**config.mk**
```make
export PLATFORM = sky130hd
export DESIGN_NAME = timer_irq
export DESIGN_NICKNAME = d
export VERILOG_FILES = /design/src/rtl/timer_irq.sv
export SDC_FILE = /design/constraint.sdc
export NUM_CORES = 1
export LEC_CHECK = 0
export CORE_MARGIN = 1
export CORE_UTILIZATION = 47
export CTS_CLUSTER_DIAMETER = 200
export DETAILED_ROUTE_END_ITERATION = 16
export PLACE_DENSITY = 0.87
export REMOVE_ABC_BUFFERS = 1
export SYNTH_ARGS = -nofsm -noshare
export SYNTH_HDL_FRONTEND = slang
export SYNTH_SLANG_ARGS = --single-unit
export TNS_END_PERCENT = 5
```
**constraint.sdc**
```tcl
create_clock -name clk50mhz -period 2.1 [get_ports clk50mhz]
set_clock_uncertainty 0.15 [all_clocks]
set_input_delay 0.42 -clock clk50mhz [delete_from_list [all_inputs] [get_ports clk50mhz]]
set_output_delay 0.42 -clock clk50mhz [all_outputs]
set_load 0.03 [all_outputs]
```
**src/rtl/timer_irq.sv**
```systemverilog
// timer_irq: programmable millisecond interrupt generator fed by the free-running ms counter.
// Latency: a change on ms_in becomes a tick one edge later; COUNT and irq update on that tick edge; rd_data is combinational.
// Backpressure: none; a register write is accepted every cycle it is strobed, and irq holds until irq_ack.
//
// Optional feature: define TIMER_IRQ_OVERRUN_EN to build the sticky overrun flag (STATUS bit1, write-1-to-clear).
//
// Ports:
//   clk50mhz, rst_n       - 50 MHz clock, asynchronous active-low reset
//   ms_in                 - free-running millisecond count (wraps at 2^WIDTH)
//   wr_en/wr_addr/wr_data - register write port (0 CTRL, 1 PERIOD, 2 COUNT ro, 3 STATUS)
//   rd_addr/rd_data       - zero-latency register read port
//   irq / irq_ack         - level interrupt (STATUS.pending) and its clearing pulse

module timer_irq #(
  parameter int WIDTH = 16
) (
  input  logic             clk50mhz,
  input  logic             rst_n,
  input  logic [WIDTH-1:0] ms_in,
  input  logic             wr_en,
  input  logic [1:0]       wr_addr,
  input  logic [WIDTH-1:0] wr_data,
  input  logic [1:0]       rd_addr,
  output logic [WIDTH-1:0] rd_data,
  output logic             irq,
  input  logic             irq_ack
);

  typedef enum logic [1:0] {
    S_IDLE  = 2'd0,
    S_ARMED = 2'd1,
    S_DONE  = 2'd2
  } state_t;

  state_t           state;
  logic             ctrl_enable;
  logic             ctrl_oneshot;
  logic [WIDTH-1:0] period;
  logic [WIDTH-1:0] count;
  logic [WIDTH-1:0] ms_prev;
  logic             prev_valid;
  logic             pending;
  logic             overrun;

  logic tick;
  logic ctrl_wr;
  logic period_wr;
  logic expire;

  // prev_valid masks the first cycle after reset so a nonzero ms_in is not
  // mistaken for an increment against the reset value of ms_prev.
  assign tick      = prev_valid && (ms_in != ms_prev);
  assign ctrl_wr   = wr_en && (wr_addr == 2'd0);
  assign period_wr = wr_en && (wr_addr == 2'd1);
  // A CTRL write in the same cycle swallows the tick.
  assign expire    = (state == S_ARMED) && tick && !ctrl_wr && (count == WIDTH'(1));

  assign irq = pending;

  always_ff @(posedge clk50mhz or negedge rst_n) begin
    if (!rst_n) begin
      state        <= S_IDLE;
      ctrl_enable  <= 1'b0;
      ctrl_oneshot <= 1'b0;
      period       <= '0;
      count        <= '0;
      ms_prev      <= '0;
      prev_valid   <= 1'b0;
      pending      <= 1'b0;
    end else begin
      ms_prev    <= ms_in;
      prev_valid <= 1'b1;

      // PERIOD only lands in COUNT on an arm or a reload, so a write while
      // armed leaves the running count alone.
      if (period_wr) begin
        period <= wr_data;
      end

      if (ctrl_wr) begin
        ctrl_enable  <= wr_data[0];
        ctrl_oneshot <= wr_data[1];
        if (wr_data[0] && (period != '0)) begin
          count <= period;
          state <= S_ARMED;
        end else begin
          state <= S_IDLE;
        end
      end else if ((state == S_ARMED) && tick) begin
        if (count > WIDTH'(1)) begin
          count <= count - WIDTH'(1);
        end else if (ctrl_oneshot) begin
          count <= '0;
          state <= S_DONE;
        end else begin
          count <= period;
          // PERIOD may have been rewritten to 0 while armed; stop rather
          // than sit in ARMED with a zero count.
          if (period == '0) begin
            state <= S_IDLE;
          end
        end
      end

      // An ack coinciding with a new expiry must not lose that expiry.
      if (expire) begin
        pending <= 1'b1;
      end else if (irq_ack) begin
        pending <= 1'b0;
      end
    end
  end

`ifdef TIMER_IRQ_OVERRUN_EN
  logic status_wr;
  assign status_wr = wr_en && (wr_addr == 2'd3);

  // A fresh overrun takes priority over a simultaneous clear.
  always_ff @(posedge clk50mhz or negedge rst_n) begin
    if (!rst_n) begin
      overrun <= 1'b0;
    end else if (expire && pending && !irq_ack) begin
      overrun <= 1'b1;
    end else if (status_wr && wr_data[1]) begin
      overrun <= 1'b0;
    end
  end
`else
  assign overrun = 1'b0;
`endif

  always_comb begin
    rd_data = '0;
    case (rd_addr)
      2'd0:    rd_data = {{(WIDTH-2){1'b0}}, ctrl_oneshot, ctrl_enable};
      2'd1:    rd_data = period;
      2'd2:    rd_data = count;
      default: rd_data = {{(WIDTH-2){1'b0}}, overrun, pending};
    endcase
  end

endmodule

```
==> run_results.csv, run 1 <==
group,metric,value,unit
final_layout,stdcell_count,438,
clocking,clockBufferDepth,2,
critical_path,setup.worst_path.start,"count[13]",
final_layout,drive_gt1_frac,0.3361,
placement,dp_hpwl,5613,um
die,initial_core_util,0.4877,
drt,vias_per_cell,6.518,
global_routing,antenna_found_initial,0,
timing,fin_crit,2.188,ns
critical_path,crit_path_end_kind,"register",
die,io_pins,57,
min_path,min_path_type,"primary input to register",
timing,drv_slew,0,
logic_synthesis,ys_seq_area_frac,0.4679,
logic_synthesis,synth_seq_cells,54,
critical_path,path_cells,"nor4_4 -> nand4b_4 -> buf_4 -> o31ai_4 -> buf_2 -> a32oi_1 -> o221ai_1",
drt,routedWlPerCell,21.26,um
critical_path,critPathBufInv,2,
logic_synthesis,synth.distinct_cells,46,
drt,ant_nets,0,
critical_path,slowest_stage,"dfrtp_2",
critical_path,crit_type,"register to register",
logic_synthesis,synth_area_leaders,"dfrtp_1 47%, mux2_2 6.6%, xnor2_1 4.9%",
critical_path,r2r_start,"count[13]",
die,core,0.005921,mm^2
clocking,h-tree-depth,2,
placement,io_buffers,56,
timing,max_freq,457.0,MHz
drt,num_vias,2855,
timing,setup_ws,-0.08798,ns
drt,remaining_drc_errors,0,
final_layout,area_delta_synth_final,43.63,%
final_layout,layout.nets,405,
logic_synthesis,synth_edf_count,0,
min_path,hold_path_startpoint,"ms_in[12]",
clocking,path_clk_slew,0.10,ns
pwr,powerDensity,747.8,mW/mm^2
clocking,cts_sinks,54,
global_routing,grt-ovfl-total,0,
drt,drt-total-wl,9311,um
die,fp.dieW,80.39,um
global_routing,grt_util_all_layers,0.2690,
timing,fin_crit_sh,1.042,
clocking,numCtsBuffers,5,
drt,drtIter0Drc,435,
final_layout,nFillCells,401,
critical_path,cp-start-kind,"register",
logic_synthesis,syn_avg_cell_area,11.11,um^2
critical_path,critPathMaxStageDelay,0.46,ns
timing,finalSetupViolCount,14,
clocking,cts-root-buf,"clkbuf_8",
timing,rsz0062_at_grt,"true",
die,die-area,0.006462,mm^2
die,rows,28,
clocking,cts_tree,"done",
logic_synthesis,syn-cell-area,0.002888,mm^2
die,fp.dieH,80.39,um
status,outcome,"finished with violations",
placement,dp_slack,-0.4910,ns
placement,dp.cells,418,
status,violations,"setup timing",
global_routing,grt_pass1_vias,2660,
logic_synthesis,yosys_most_used_dff,"dfrtp_1",
logic_synthesis,synthCells,260,
global_routing,grt_pass1_wl,13100,um
pwr,ir_drop,0.4567,mV
logic_synthesis,synthArstFlopShare,1.000,
pwr,leakage,1.924,nW
clocking,insertion_delay,0.32,ns
logic_synthesis,yosys.area.top_type_share,0.4679,
timing,worst_slew_pin_slew,0.5655,ns
logic_synthesis,synth_area_leader_cell,"dfrtp_1",
timing,finalHoldViolations,0,
timing,slew_headroom,0.6190,
critical_path,crit_fanout,5,
logic_synthesis,yosysWarnings,0,
drt,drt-pass1-iter-count,6,
job,drv_cap,0,
global_routing,grt_max_degree,55,
critical_path,worstPathArrival,2.26,ns
placement,gp_congestion,0.9000,
critical_path,worstPathRequired,2.18,ns
final_layout,n_antenna_cell,0,
critical_path,cp_top_family,"simple AND/OR/NAND/NOR gates",
-- report_power, final --
| part | total, mW | switching [mW] | internal, mW |
|---|---|---|---|
| Sequential | 1.37 | 0.183 | 1.19 |
| Clock | 0.597 | 0.365 | 0.232 |
| Combinational | 1.14 | 0.587 | 0.550 |
| Total | 3.10 | 1.13 | 1.97 |
-- worst register-to-register path, stage by stage (launching register included) --
cell and delay [ns]:
dfrtp_2 0.46, nor4_4 0.38, nand4b_4 0.18, buf_4 0.19, o31ai_4 0.23, buf_2 0.23, a32oi_1 0.08, o221ai_1 0.19
-- repair_timing --
action	in CTS	in global routing
buffers inserted	0	7
hold endpoints to repair	54	0
pin swaps	5	17
resized for setup	30	29
cloned	2	3
endpoints found under the setup margin	32	17
hold buffers	1	0
-- final cells by class --
class	count	area, um^2	area share
Inverter	7	26.28	0.006335
Tap cell	75	93.84	0.02262
Timing Repair Buffer	110	1052	0.2537
Sequential cell	54	1354	0.3264
Multi-Input combinational cell	185	1539	0.3710
Clock buffer	5	68.82	0.01659
Clock inverter	2	13.76	0.003318
-- path summary, 6_finish.rpt --
| path | end | slack [ns] | cells after the start |
|---|---|---|---|
| max | count[2] | -0.09 | 7 |
| min | ms_prev[12] | 0.11 | 1 |
| max reg2reg | count[2] | -0.09 | 7 |
| min reg2reg | state[1] | 0.37 | 1 |
| max in group asynchronous | count[7] | 1.07 | 3 |
| min in group asynchronous | irq | 0.48 | 3 |
-- metal layers --
metal,track usage,vias up,share of wire
li1,-,1188,-
met1,0.3258,1393,0.36
met2,0.4636,215,0.48
met3,0.04659,59,0.11
met4,0.1214,0,0.053
met5,0,-,0
-- cell families (layout without fill, tap and decap cells) --
family / Yosys count / in the layout / synth area share
flops: 54 / 54 / 0.4679
simple gates: 79 / 79 / 0.1582
fa+ha+maj: 2 / 2 / 0.008664
xor+xnor: 16 / 16 / 0.04853
buf+inv: 21 / 124 / 0.03726
other cells: 1 / 1 / 0.001299
mux: 25 / 25 / 0.1018
compound gates: 62 / 62 / 0.1763
-- stage by stage --
| stage | hold slack (ns) | area (um^2) | TNS [ns] | total power, mW | util |
|---|---|---|---|---|---|
| 3_3_place_gp | 0.2843 | 3776 | -8.253 | 2.302 | 0.6378 |
| 4_1_cts | 0.2292 | 3919 | -0.08328 | 2.971 | 0.6619 |
| 2_1_floorplan | -0.02559 | 2806 | -1.511 | 1.851 | - |
| 5_1_grt | 0.1107 | 4148 | -1.361 | 3.216 | 0.7005 |
| 6_report | 0.1081 | 4148 | -0.5876 | 3.102 | 0.7005 |
| 3_5_place_dp | 0.2923 | 3776 | -9.879 | 2.362 | 0.6378 |
-- registers in the layout, indices dropped and copies added (netlist names) --
name	count
prev_valid	1
count	16
period	16
irq	1
ctrl_oneshot	1
state	2
ctrl_enable	1
ms_prev	16
-- Yosys cell counts (2+ instances only) --
| master | count |
|---|---|
| mux2i_1 | 5 |
| o311ai_0 | 4 |
| nor2b_1 | 2 |
| a22oi_1 | 6 |
| clkbuf_1 | 8 |
| inv_1 | 7 |
| nor4_4 | 2 |
| dfrtp_1 | 54 |
| nor3_1 | 3 |
| nand3b_1 | 3 |
| mux2_2 | 17 |
| o211ai_2 | 2 |
| nand3_1 | 8 |
| o221ai_1 | 10 |
| o21ai_0 | 5 |
| a22o_1 | 15 |
| and2_1 | 4 |
| o211ai_1 | 10 |
| mux2_4 | 2 |
| nand4_1 | 6 |
| buf_6 | 3 |
| ha_1 | 2 |
| xnor2_1 | 16 |
| buf_2 | 2 |
| nand2_1 | 24 |
| nor4_1 | 6 |
| nor2_1 | 11 |
| a32oi_1 | 5 |
-- cell usage in the layout, fill, tap and decap left out, drive strengths merged, types with 4 or more instances in the layout --
cell type and instances:
clkbuf 7, mux2i 5, xnor2 16, o211ai 12, mux2 19, dlygate4sd2 9, and2 4, o311ai 4
dlymetal6s2s 9, o221ai 10, inv 8, nor2 11, a22oi 6, a22o 15, nand2 24, buf 68
dfrtp 54, a32oi 5, nand4 6, nand3 8, nor4 9, nor3 4, clkdlybuf4s50 21, o21ai 6
Note: power is estimated with default switching activity, not from simulation.
==> inputs of run 2 (changes only) <==
--- a/config.mk
+++ b/config.mk
@@ -6,10 +6,13 @@
 export NUM_CORES = 1
 export LEC_CHECK = 0
 export CORE_MARGIN = 1
-export CORE_UTILIZATION = 47
+export CORE_UTILIZATION = 57
 export CTS_CLUSTER_DIAMETER = 200
 export DETAILED_ROUTE_END_ITERATION = 16
-export PLACE_DENSITY = 0.87
+export DONT_BUFFER_PORTS = 1
+export HOLD_SLACK_MARGIN = 0.1
+export PLACE_DENSITY = 0.85
+export RECOVER_POWER = 50
 export REMOVE_ABC_BUFFERS = 1
 export SYNTH_ARGS = -nofsm -noshare
 export SYNTH_HDL_FRONTEND = slang
==> run_results.csv, run 2 (same netlist as run 1, synthesis figures left out) <==
group,metric,value,unit
timing,max_freq,469.1,MHz
pwr,leakage,1.638,nW
pwr,power,3.121,mW
drt,drtIter0Drc,423,
critical_path,critPathBufInv,2,
clocking,cts-root-buf,"clkbuf_8",
status,violations,"setup timing",
placement,dp_slack,-0.1893,ns
clocking,path_clk_slew,0.11,ns
final_layout,final_common_cell,"dfrtp_1",
pwr,powerDensity,833.2,mW/mm^2
global_routing,antenna_found_initial,0,
critical_path,cp-start-kind,"register",
global_routing,grt_pass1_wl,13310,um
final_layout,area_delta_synth_final,29.72,%
placement,gp_congestion,0.8668,
clocking,clockBufferDepth,2,
global_routing,grt-ovfl-total,0,
drt,drt-pass1-iter-count,6,
status,outcome,"finished with violations",
drt,num_vias,2797,
pwr,ir_drop,0.6170,mV
placement,dp_hpwl,5093,um
global_routing,grt_util_all_layers,0.3366,
die,fp.dieW,73.18,um
die,core,0.004786,mm^2
drt,drt-total-wl,9272,um
die,initial_core_util,0.6034,
global_routing,grt_pass1_vias,2854,
timing,worst_slew_pin_slew,0.8620,ns
final_layout,nFillCells,256,
critical_path,crit_fanout,6,
critical_path,crit_path_end_kind,"register",
final_layout,reg_top3,"count: 16 flops, ms_prev: 16 flops, period: 16 flops",
die,io_pins,57,
timing,finalHoldViolations,0,
die,die-area,0.005355,mm^2
critical_path,crit_type,"register to register",
die,fp.dieH,73.18,um
timing,slew_headroom,0.4253,
final_layout,drive_gt1_frac,0.2814,
min_path,min_path_type,"primary input to register",
critical_path,critPathMaxStageDelay,0.43,ns
drt,remaining_drc_errors,0,
global_routing,grt_max_degree,55,
drt,vias_per_cell,6.975,
timing,fin_crit,2.132,ns
critical_path,slowest_stage,"dfrtp_1",
final_layout,n_antenna_cell,0,
timing,setup_ws,-0.03165,ns
timing,fin_crit_sh,1.015,
timing,finalSetupViolCount,7,
clocking,cts_sinks,54,
clocking,cts_tree,"done",
clocking,h-tree-depth,2,
drt,ant_nets,0,
timing,rsz0062_at_grt,"true",
placement,io_buffers,0,
clocking,insertion_delay,0.33,ns
critical_path,reg2reg_slack,-0.03,ns
final_layout,layout.nets,375,
drt,routedWlPerCell,23.12,um
critical_path,worstPathRequired,2.18,ns
critical_path,worstPathArrival,2.22,ns
critical_path,cp_top_family,"simple AND/OR/NAND/NOR gates",
die,rows,25,
critical_path,path_cells,"nor4_4 -> nand4b_2 -> buf_4 -> o31ai_4 -> buf_6 -> a22oi_1 -> mux2i_1",
final_layout,layout_common_cells,"53 x dfrtp_1, 47 x buf_4, 28 x dlygate4sd3_1, 24 x nand2_1, 17 x mux2_2",
job,drv_cap,0,
timing,drv_slew,0,
clocking,numCtsBuffers,5,
[run 2: worst paths after layout]
| check | start | cells past startpoint | endpoint |
|---|---|---|---|
| min | wr_data[4] | 1 | period[4] |
| max reg2reg | count[12] | 7 | count[1] |
| max | count[12] | 7 | count[1] |
| min reg2reg | ctrl_enable | 1 | ctrl_enable |
| max in group asynchronous | rst_n | 2 | count[3] |
| min in group asynchronous | rst_n | 2 | count[4] |
[run 2: final cells by class]
type                            count  area (um^2)  share of cell area
Sequential cell                    54         1353              0.3611
Tap cell                           67        83.83             0.02238
Clock inverter                      3        43.79             0.01169
Timing Repair Buffer               80        686.9              0.1834
Multi-Input combinational cell    185         1484              0.3961
Inverter                            7        26.28            0.007014
Clock buffer                        5        68.82             0.01837
[run 2: report_power, final]
| part | switching, mW | total (mW) | internal (mW) |
|---|---|---|---|
| clock network | 0.381 | 0.739 | 0.358 |
| logic | 0.564 | 1.01 | 0.447 |
| registers | 0.184 | 1.37 | 1.19 |
[run 2: routing by layer]
layer | track usage | share of wire | vias to the layer above | routed length, um
li1 | - | - | 1126 | -
met5 | 0 | 0 | - | 0
met4 | 0.2092 | 0.064 | 0 | 591
met3 | 0.08149 | 0.11 | 81 | 1028
met2 | 0.5802 | 0.48 | 265 | 4468
met1 | 0.3727 | 0.34 | 1325 | 3184
[run 2: per-stage QoR]
stage	instance area [um^2]	util	hold WS, ns	std cells	setup TNS [ns]
2_1_floorplan	2806	-	-0.02559	246	-1.511
3_3_place_gp	3271	0.6834	-0.02409	362	-0.08037
3_5_place_dp	3271	0.6834	-0.02478	362	-0.2587
4_1_cts	3684	0.7697	0.1010	397	0
5_1_grt	3746	0.7827	0.09728	401	-0.6557
6_report	3746	0.7827	0.09963	401	-0.1079
[run 2: repair_timing]
| item | in CTS | in global routing |
|---|---|---|
| hold endpoints to repair | 79 | 3 |
| resized for setup | 2 | 12 |
| endpoints found under the setup margin | 3 | 15 |
| setup buffers | 1 | 0 |
| cloned | 0 | 1 |
| pin swaps | 1 | 5 |
| hold buffers | 26 | 3 |
==> inputs of run 3 (changes only) <==
--- a/config.mk
+++ b/config.mk
@@ -10,7 +10,7 @@
 export CTS_CLUSTER_DIAMETER = 200
 export DETAILED_ROUTE_END_ITERATION = 16
 export DONT_BUFFER_PORTS = 1
-export HOLD_SLACK_MARGIN = 0.1
+export HOLD_SLACK_MARGIN = 0.12
 export PLACE_DENSITY = 0.85
 export RECOVER_POWER = 50
 export REMOVE_ABC_BUFFERS = 1
==> run_results.csv, run 3 (same netlist as run 1, synthesis figures left out) <==
group,metric,value,unit
clocking,cts_tree,"done",
drt,remaining_drc_errors,0,
die,die-area,0.005355,mm^2
die,io_pins,57,
critical_path,critPathMaxStageDelay,0.42,ns
critical_path,crit_type,"register to register",
pwr,leakage,1.691,nW
placement,gp_congestion,0.8668,
critical_path,path_cells,"nor4_4 -> nand4b_2 -> buf_4 -> o31ai_4 -> buf_2 -> a22oi_1 -> mux2i_1",
status,outcome,"finished with violations",
min_path,min_path_type,"primary input to register",
status,violations,"setup timing",
placement,dp_hpwl,5093,um
critical_path,crit_path_end_kind,"register",
pwr,powerDensity,831.2,mW/mm^2
critical_path,worstPathRequired,2.19,ns
timing,max_freq,452.7,MHz
final_layout,area_delta_synth_final,32.71,%
drt,drtIter0Drc,439,
clocking,cts_sinks,54,
drt,ant_nets,0,
critical_path,crit_fanout,5,
global_routing,grt_pass1_wl,14790,um
global_routing,grt-ovfl-total,0,
timing,fin_crit,2.209,ns
critical_path,worstPathArrival,2.30,ns
die,initial_core_util,0.6034,
timing,slew_headroom,0.1814,
timing,drv_slew,0,
clocking,numCtsBuffers,5,
min_path,min_path_cells,3,
final_layout,layout.nets,384,
drt,routedWlPerCell,25.82,um
final_layout,fin_area,0.003832,mm^2
critical_path,cp-start-kind,"register",
final_layout,multi_input_area,0.001493,mm^2
final_layout,layout_common_cells,"53 x dfrtp_1, 51 x buf_4, 34 x dlygate4sd3_1, 23 x nand2_1, 17 x mux2_2",
clocking,path_clk_slew,0.11,ns
die,fp.dieH,73.18,um
timing,rsz0062_at_grt,"true",
die,core,0.004786,mm^2
critical_path,critPathBufInv,2,
timing,finalHoldViolations,0,
placement,io_buffers,0,
global_routing,grt_max_degree,55,
clocking,cts-root-buf,"clkbuf_8",
job,drv_cap,0,
timing,fin_crit_sh,1.052,
critical_path,slowest_stage,"dfrtp_1",
global_routing,antenna_found_initial,0,
critical_path,cp.depth,7,
critical_path,cp_top_family,"simple AND/OR/NAND/NOR gates",
final_layout,register_area,0.001353,mm^2
drt,num_vias,2998,
timing,holdWs,0.1469,ns
final_layout,reg_top3,"count: 16 flops, ms_prev: 16 flops, period: 16 flops",
timing,setup_ws,-0.1092,ns
final_layout,nFillCells,239,
die,fp.dieW,73.18,um
clocking,h-tree-depth,2,
clocking,clockBufferDepth,2,
drt,vias_per_cell,7.312,
final_layout,final_common_cell,"dfrtp_1",
global_routing,grt_util_all_layers,0.3795,
placement,placed_area,0.003271,mm^2
timing,worst_slew_pin_slew,1.228,ns
die,rows,25,
final_layout,drive_gt1_frac,0.2915,
timing,finalSetupViolCount,11,
clocking,insertion_delay,0.33,ns
critical_path,worstRegToRegCells,7,
global_routing,grt_pass1_vias,2913,
drt,drt-pass1-iter-count,6,
drt,drt-total-wl,10590,um
pwr,ir_drop,0.7326,mV
final_layout,n_antenna_cell,0,
## run 3: worst paths after layout
kind | slack [ns] | startpoint | end
worst max-delay path | -0.11 | count[12] | count[1]
worst min-delay path | 0.15 | wr_addr[1] | ctrl_oneshot
worst max register to register | -0.11 | count[12] | count[1]
worst min register to register | 0.37 | state[1] | state[1]
max in group asynchronous | 0.23 | rst_n | count[9]
min in group asynchronous | 0.75 | rst_n | prev_valid
## run 3: per-layer routing
layer,up-vias,part of all wire,GRT usage
met1,1384,0.32,0.4470
li1,1151,-,-
met3,121,0.14,0.1008
met4,0,0.073,0.2048
met5,-,0,0
met2,342,0.47,0.6317
## run 3: worst register-to-register path, delay by kind of cell (launching register included)
| family | cells | cell delay, ns |
|---|---|---|
| and+or+nand+nor | 2 | 0.55 |
| buffers and inverters | 2 | 0.44 |
| DFF | 1 | 0.42 |
| AOI/OAI and AO/OA | 2 | 0.36 |
| muxes | 1 | 0.20 |
## run 3: where the power goes
group          switching, mW  leakage [nW]  internal [mW]
registers              0.193         0.607           1.18
logic                  0.603          1.03          0.452
clock network          0.395        0.0585          0.359
## run 3: area by class of cell
class / instances / area share
Inverter: 7 / 0.006856
Sequential cell: 54 / 0.3529
Multi-Input combinational cell: 185 / 0.3895
Timing Repair Buffer: 89 / 0.1995
Clock buffer: 5 / 0.01796
Clock inverter: 3 / 0.01143
Tap cell: 67 / 0.02187
## run 3: what timing repair did
action / in CTS / in global routing
buffers inserted: 1 / 3
pin swaps: 1 / 6
hold buffers: 35 / 0
cloned: 0 / 1
hold endpoints to repair: 88 / 0
endpoints found under the setup margin: 3 / 16
gates resized for setup: 2 / 12
## run 3: metrics by stage
| stage | setup TNS [ns] | instances | power, mW | worst slack (ns) | util |
|---|---|---|---|---|---|
| final | -0.7337 | 410 | 3.186 | -0.1092 | 0.8008 |
| after global routing | -2.610 | 410 | 3.247 | -0.2333 | 0.8008 |
| after CTS | 0 | 406 | 2.999 | 0.003954 | 0.7885 |
| after detailed placement | -0.2587 | 362 | 2.190 | -0.1893 | 0.6834 |
| after global placement | -0.08037 | 362 | 2.155 | -0.08037 | 0.6834 |
| after floorplan | -1.511 | 246 | 1.851 | -0.2529 | - |
